### src/rtl/mem_block_mover.sv
// Byte-wide DMA-style block mover: copies a RAM region (read/write pairs)
// or fills a region with a constant, one access per cycle, 16-bit wrapping pointers.
module mem_block_mover (
    input  logic        clk,
    input  logic        reset,
    input  logic        start,
    input  logic        mode,
    input  logic [15:0] src,
    input  logic [15:0] dst,
    input  logic [15:0] len,
    input  logic [7:0]  fill_val,
    input  logic        abort,
    output logic        busy,
    output logic        done,
    output logic [15:0] mem_adr,
    output logic        mem_rwn,
    output logic        mem_cs,
    output logic [7:0]  mem_wdata,
    input  logic [7:0]  mem_rdata
);

    typedef enum logic [2:0] {
        IDLE = 3'd0,
        RD   = 3'd1,
        WR   = 3'd2,
        FILL = 3'd3,
        FIN  = 3'd4
    } state_t;

    state_t      state_q, state_d;
    logic [15:0] src_q, src_d;
    logic [15:0] dst_q, dst_d;
    logic [15:0] cnt_q, cnt_d;
    logic [7:0]  fill_q, fill_d;
    logic [15:0] cnt_dec;

    assign cnt_dec = cnt_q - 16'd1;

    always_ff @(posedge clk) begin
        if (reset) begin
            state_q <= IDLE;
            src_q   <= 16'd0;
            dst_q   <= 16'd0;
            cnt_q   <= 16'd0;
            fill_q  <= 8'd0;
        end else begin
            state_q <= state_d;
            src_q   <= src_d;
            dst_q   <= dst_d;
            cnt_q   <= cnt_d;
            fill_q  <= fill_d;
        end
    end

    always_comb begin
        state_d   = state_q;
        src_d     = src_q;
        dst_d     = dst_q;
        cnt_d     = cnt_q;
        fill_d    = fill_q;
        busy      = 1'b0;
        done      = 1'b0;
        mem_adr   = 16'd0;
        mem_rwn   = 1'b1;
        mem_cs    = 1'b0;
        mem_wdata = 8'd0;

        case (state_q)
            IDLE: begin
                if (start) begin
                    if (len == 16'd0) begin
                        state_d = FIN;
                    end else begin
                        src_d   = src;
                        dst_d   = dst;
                        cnt_d   = len;
                        fill_d  = fill_val;
                        state_d = mode ? FILL : RD;
                    end
                end
            end
            RD: begin
                busy    = 1'b1;
                mem_cs  = 1'b1;
                mem_adr = src_q;
                state_d = WR;
            end
            WR: begin
                // RAM read data arrives this cycle and goes straight back out as write data
                busy      = 1'b1;
                mem_cs    = 1'b1;
                mem_rwn   = 1'b0;
                mem_adr   = dst_q;
                mem_wdata = mem_rdata;
                src_d     = src_q + 16'd1;
                dst_d     = dst_q + 16'd1;
                cnt_d     = cnt_dec;
                state_d   = (cnt_dec != 16'd0) ? RD : FIN;
            end
            FILL: begin
                busy      = 1'b1;
                mem_cs    = 1'b1;
                mem_rwn   = 1'b0;
                mem_adr   = dst_q;
                mem_wdata = fill_q;
                dst_d     = dst_q + 16'd1;
                cnt_d     = cnt_dec;
                state_d   = (cnt_dec != 16'd0) ? FILL : FIN;
            end
            FIN: begin
                done    = 1'b1;
                state_d = IDLE;
            end
            default: begin
                state_d = IDLE;
            end
        endcase

        // Abort lets the current access finish but drops the transfer without done
        if (abort && (state_q == RD || state_q == WR || state_q == FILL)) begin
            state_d = IDLE;
        end
    end

endmodule

### config.mk
export PLATFORM = sky130hd
export DESIGN_NAME = mem_block_mover
export DESIGN_NICKNAME = d
export VERILOG_FILES = /design/src/rtl/mem_block_mover.sv
export SDC_FILE = /design/constraint.sdc
export NUM_CORES = 1
export LEC_CHECK = 0
export ABC_AREA = 1
export CAP_MARGIN = 20
export CORE_ASPECT_RATIO = 0.5
export CORE_MARGIN = 2
export CORE_UTILIZATION = 50
export DETAILED_ROUTE_END_ITERATION = 8
export PLACE_DENSITY = 0.84
export SLEW_MARGIN = 20
export SYNTH_ARGS = -nofsm -noshare
export SYNTH_HDL_FRONTEND = slang
export SYNTH_SLANG_ARGS = --single-unit
export TNS_END_PERCENT = 50
### constraint.sdc
create_clock -name clk -period 1.8 [get_ports clk]
set_clock_uncertainty 0.05 [all_clocks]
set_input_delay 0.36 -clock clk [delete_from_list [all_inputs] [get_ports clk]]
set_output_delay 0.36 -clock clk [all_outputs]
set_load 0.05 [all_outputs]
# == After elaboration in Yosys (flattened, before gate mapping) ==
# Cells that the tools add are included.
# Widths: inputs -> output; s select.
# totals
regBits,59
latch_bits,0
ramBits,0
mem_bits_ro,0
input_bits,69
out_inout_bits,28
n_memories,0
# op_classes
addsub,3
multipliers,0
n_div,0
magnitude_cmp,0
eq_ne,6
shift,0
mux,20
bitwise,1
n_reduce_logical,14
# op_table
cell,n
$pmux 16 s2,4
$mux 16,6
$add 16x1->16 const B,2
$logic_not 16->1,1
$pmux 8 s2,1
$reduce_bool 16->1,1
$sub 16x1->16 const B,1
$mux 3,4
$pmux 3 s4,1
$reduce_and 3->1,3
$eq 3x2->1 const B,2
$ne 2x2->1 const B,2
$reduce_bool 2->1,2
$reduce_or 2->1,2
$eq 3x1->1 const B,1
$eq 3x3->1 const B,1
$logic_not 3->1,1
$mux 1,3
$reduce_or 3->1,1
$logic_or 1x1->1,2
$mux 2,1
$logic_and 1x1->1,1
$not 1->1,1

# == Depth between registers and ports, before layout ==
# logic_depth
word_depth,5
ltp_mapped,14
depth_no_buf,14

# == Worst setup path before layout ==
# No wires, ideal clock.
# synth_timing
path_type,reg2out
from,register state_q[1]
to,output mem_adr[11]
arrival_time_ns,2.077
slack_ns,-0.687
stages_incl_launch_ff,7
path_buffers,2
cell_sequence,dfxtp_1 -> inv_1 -> nor2_2 -> inv_2 -> buf_2 -> buf_1 -> o22ai_1
# synth_between
elab_chain_cells,3
elab_cells_between_ends,5
classes_between,eq/ne (3); mux (1); reduce/logical (1)
# synth_lines
item,line_no,rtl
"start, declared",30,"state_t state_q, state_d;"
"start signal, assigned",47,state_q <= state_d;
$eq 3x2->1,68,case (state_q)
$reduce_or 2->1 (no line),-,
$pmux 16 s2 *,68,
"end, declared",15,"output logic [15:0] mem_adr,"
# Mark *: on every way between the ends. The rest lies on a longest branch, timed or not.

# == Worst setup path after layout ==
# layout_timing
from,register state_q[1]
to,output mem_adr[14]
# The elaborated chain is that of the path after synthesis.

==> results.yml <==
cells_and_area:
  drive_above_1_share: 0.322
  antenna_cells: 0
  multi_input_area_sq_um: 2760
  stdcell_area_sq_um: 6680
  finalNetCount: 818
  syn_to_final_growth_pct: 71.1
  num-fill-cells: 273
  seq_area_sq_um: 1190
logic_synthesis:
  synth_cells: 590
  ys_seq_area_frac: 0.302
  synthArstFlopShare: 0
  yosysMostFrequentCell: "nand2_1"
  syn_avg_cell_area_sq_um: 6.62
  yosysTopAreaCellShare: 0.302
  synth_area_leaders: "dfxtp_1, nand2_1, o21ai_0"
  synth_top_flop_cell: "dfxtp_1"
  synth_enable_flop_cells: 0
  netlist_top_cells_count: "nand2_1, inv_1, nor2_1"
  synth_seq_cells: 59
  syn_area_sq_um: 3910
  synth_nets: 663
  yosysWarningCount: 0
  synth_area_leader_cell: "dfxtp_1"
  ys_types: 50
worst_setup_path:
  worstSetupEndpointType: "output port"
  cp-start-kind: "flop"
  crit_slowest_cell: "dfxtp_2"
  cp.arrival_ns: 1.64
  max_stage_delay_ns: 0.36
  worst-path-buf-inv: 5
  crit_family: "buffers and inverters"
  critPathMaxFanout: 5
  path_class: "reg -> out"
  cp_data_required_time_ns: 1.39
  worstPathCellList: "inv_4 -> nor2_4 -> inv_2 -> buf_6 -> clkbuf_16 -> o22ai_4 -> buf_12"
  reg2reg_slack_ns: -0.20
drt:
  drt_first_pass_iters: 7
  drc: 0
  drt_iter0_markers: 1164
  ant_nets: 0
  post_drt_wl_per_cell_um: 23.0
  wl_mm: 19.7
  detail_route.vias_per_cell: 6.69
  vias: 5730
sta:
  finalSetupViolations: 63
  setup_slack_ns: -0.247
  worst_slew_pin_slew_ns: 0.400
  fmax_mhz: 488
  final_hold_viol_count: 0
  rsz0062_at_grt: "true"
  fin_crit_ns: 2.05
  slew_violations: 0
  hold_ws_ns: 0.282
  maxSlewHeadroom: 0.733
  min_period_over_period: 1.14
clock_network:
  cts_hold_buf: 0
  cts_buffers: 9
  insertion_delay_ns: 0.36
  clk_pin_slew_ns: 0.06
  htree_levels: 3
  root_buffer: "clkbuf_16"
  cts.path.max_buffers: 2
  tritoncts: "yes"
  clkSinkCount: 59
placed_design:
  dp_slack_ns: -0.352
  gp_congestion: 0.913
  dp_hpwl_mm: 8.83
  port_buffers: 96
  dpl_cell_area_sq_um: 5630
floorplan:
  rows: 22
  fp.dieW_um: 129
  die_area_sq_um: 8580
  fp.dieH_um: 66.5
  start_util: 0.524
  io_pins: 97
  coreArea_sq_um: 7460
hold_path:
  holdCritPathClass: "in -> reg"
run_status:
  violations: "negative setup slack"
  status: "complete, but fails checks"
grt:
  grtUsageTotal: 0.367
  grt_first_pass_wirelength_mm: 24.3
  grt_antenna_before_repair: 0
  overflow: 0
  grt_max_degree: 35
  grt_pass1_vias: 4899
power_and_ir_drop:
  cellPowerDensity_nw_per_um2: 1140
  p_leak_nw: 2.79
  power.total_mw: 7.59
  ir_worst_vdd_mv: 1.00
flow_run:
  maxCapViolations: 0
## worst reg2reg max path, cell delays in order, from the launching register on
cell	delay, ns
dfxtp_2	0.32
inv_2	0.07
ha_4	0.19
inv_1	0.08
o21ai_0	0.33
nand2_1	0.16
nor2_1	0.18
nand2_1	0.09
nor2_2	0.12
nand2_1	0.10
nand2_1	0.10
a21oi_2	0.07
## final timing paths
path | start | endpoint | cells after the start
worst max register to register | cnt_q[1] | state_q[1] | 11
worst min-delay path | len[1] | cnt_q[1] | 3
worst max-delay path | state_q[1] | mem_adr[14] | 7
worst min register to register | fill_q[6] | fill_q[6] | 2
## placed cells by master, fill, tap and decap left out, types with 8 or more instances in the layout
master,netlist,routed
nand2_1,123,109
dfxtp_2,0,8
clkdlybuf4s50_1,0,58
o21ai_1,9,14
dfxtp_1,59,50
buf_12,0,35
inv_1,69,62
dlymetal6s2s_1,0,10
nor2_4,4,10
buf_4,7,53
o21ai_2,0,8
o21ai_0,55,34
a21oi_1,31,30
buf_6,3,10
o21ai_4,0,8
a31oi_1,10,10
nand3_1,27,24
o22ai_4,0,12
xor2_1,8,8
nor2_1,67,54
nand2_2,7,15
nor2_2,7,14
clkbuf_16,0,11
## layer usage
metal	track usage	share of wire	vias up
li1	-	-	2286
met1	0.420	0.33	2535
met2	0.644	0.43	652
met3	0.0940	0.15	257
met4	0.190	0.093	0
met5	0	0	-
## sequential cells by signal, summed over array words and instances, names as in the netlist
signal	count
cnt_q	16
dst_q	16
fill_q	8
src_q	16
state_q	3
## what timing repair did
action                     CTS  global route
gates cloned                 1             2
pin swaps                    5            40
setup endpoints to repair   29            87
gates resized for setup     62            99
setup buffers               10            18
## power by group
group	leakage [nW]	internal (mW)	total, mW	switching (mW)
registers	0.492	1.57	1.90	0.326
clock network	0.132	0.954	1.63	0.677
logic	2.17	1.63	4.06	2.42
total	2.79	4.16	7.59	3.43
## cell type report
cell class | instances | share of cell area
clock buffer | 12 | 0.0369
clock inverter | 3 | 0.00225
inverter | 75 | 0.0464
multi-input combinational | 428 | 0.413
sequential | 59 | 0.179
tap | 108 | 0.0202
timing repair buffer | 171 | 0.301
timing repair inverter | 1 | 0.00131
## metrics by stage
stage / utilization / cells / TNS [ns]
floorplan: - / 590 / -5.32
global placement: 0.754 / 812 / -11.89
detailed placement: 0.754 / 812 / -13.98
CTS: 0.834 / 838 / -2.38
global route: 0.896 / 857 / -10.50
finish: 0.896 / 857 / -6.98
## cells by family (layout without fill, tap and decap cells)
family | count (synthesis) | count (layout) | synth area share
compound gates | 151 | 151 | 0.232
buf+inv | 103 | 262 | 0.119
simple gates | 263 | 263 | 0.309
flops | 59 | 59 | 0.302
fa+ha+maj | 4 | 4 | 0.0128
xor+xnor | 10 | 10 | 0.0243
(Power assumes the default switching activity.)
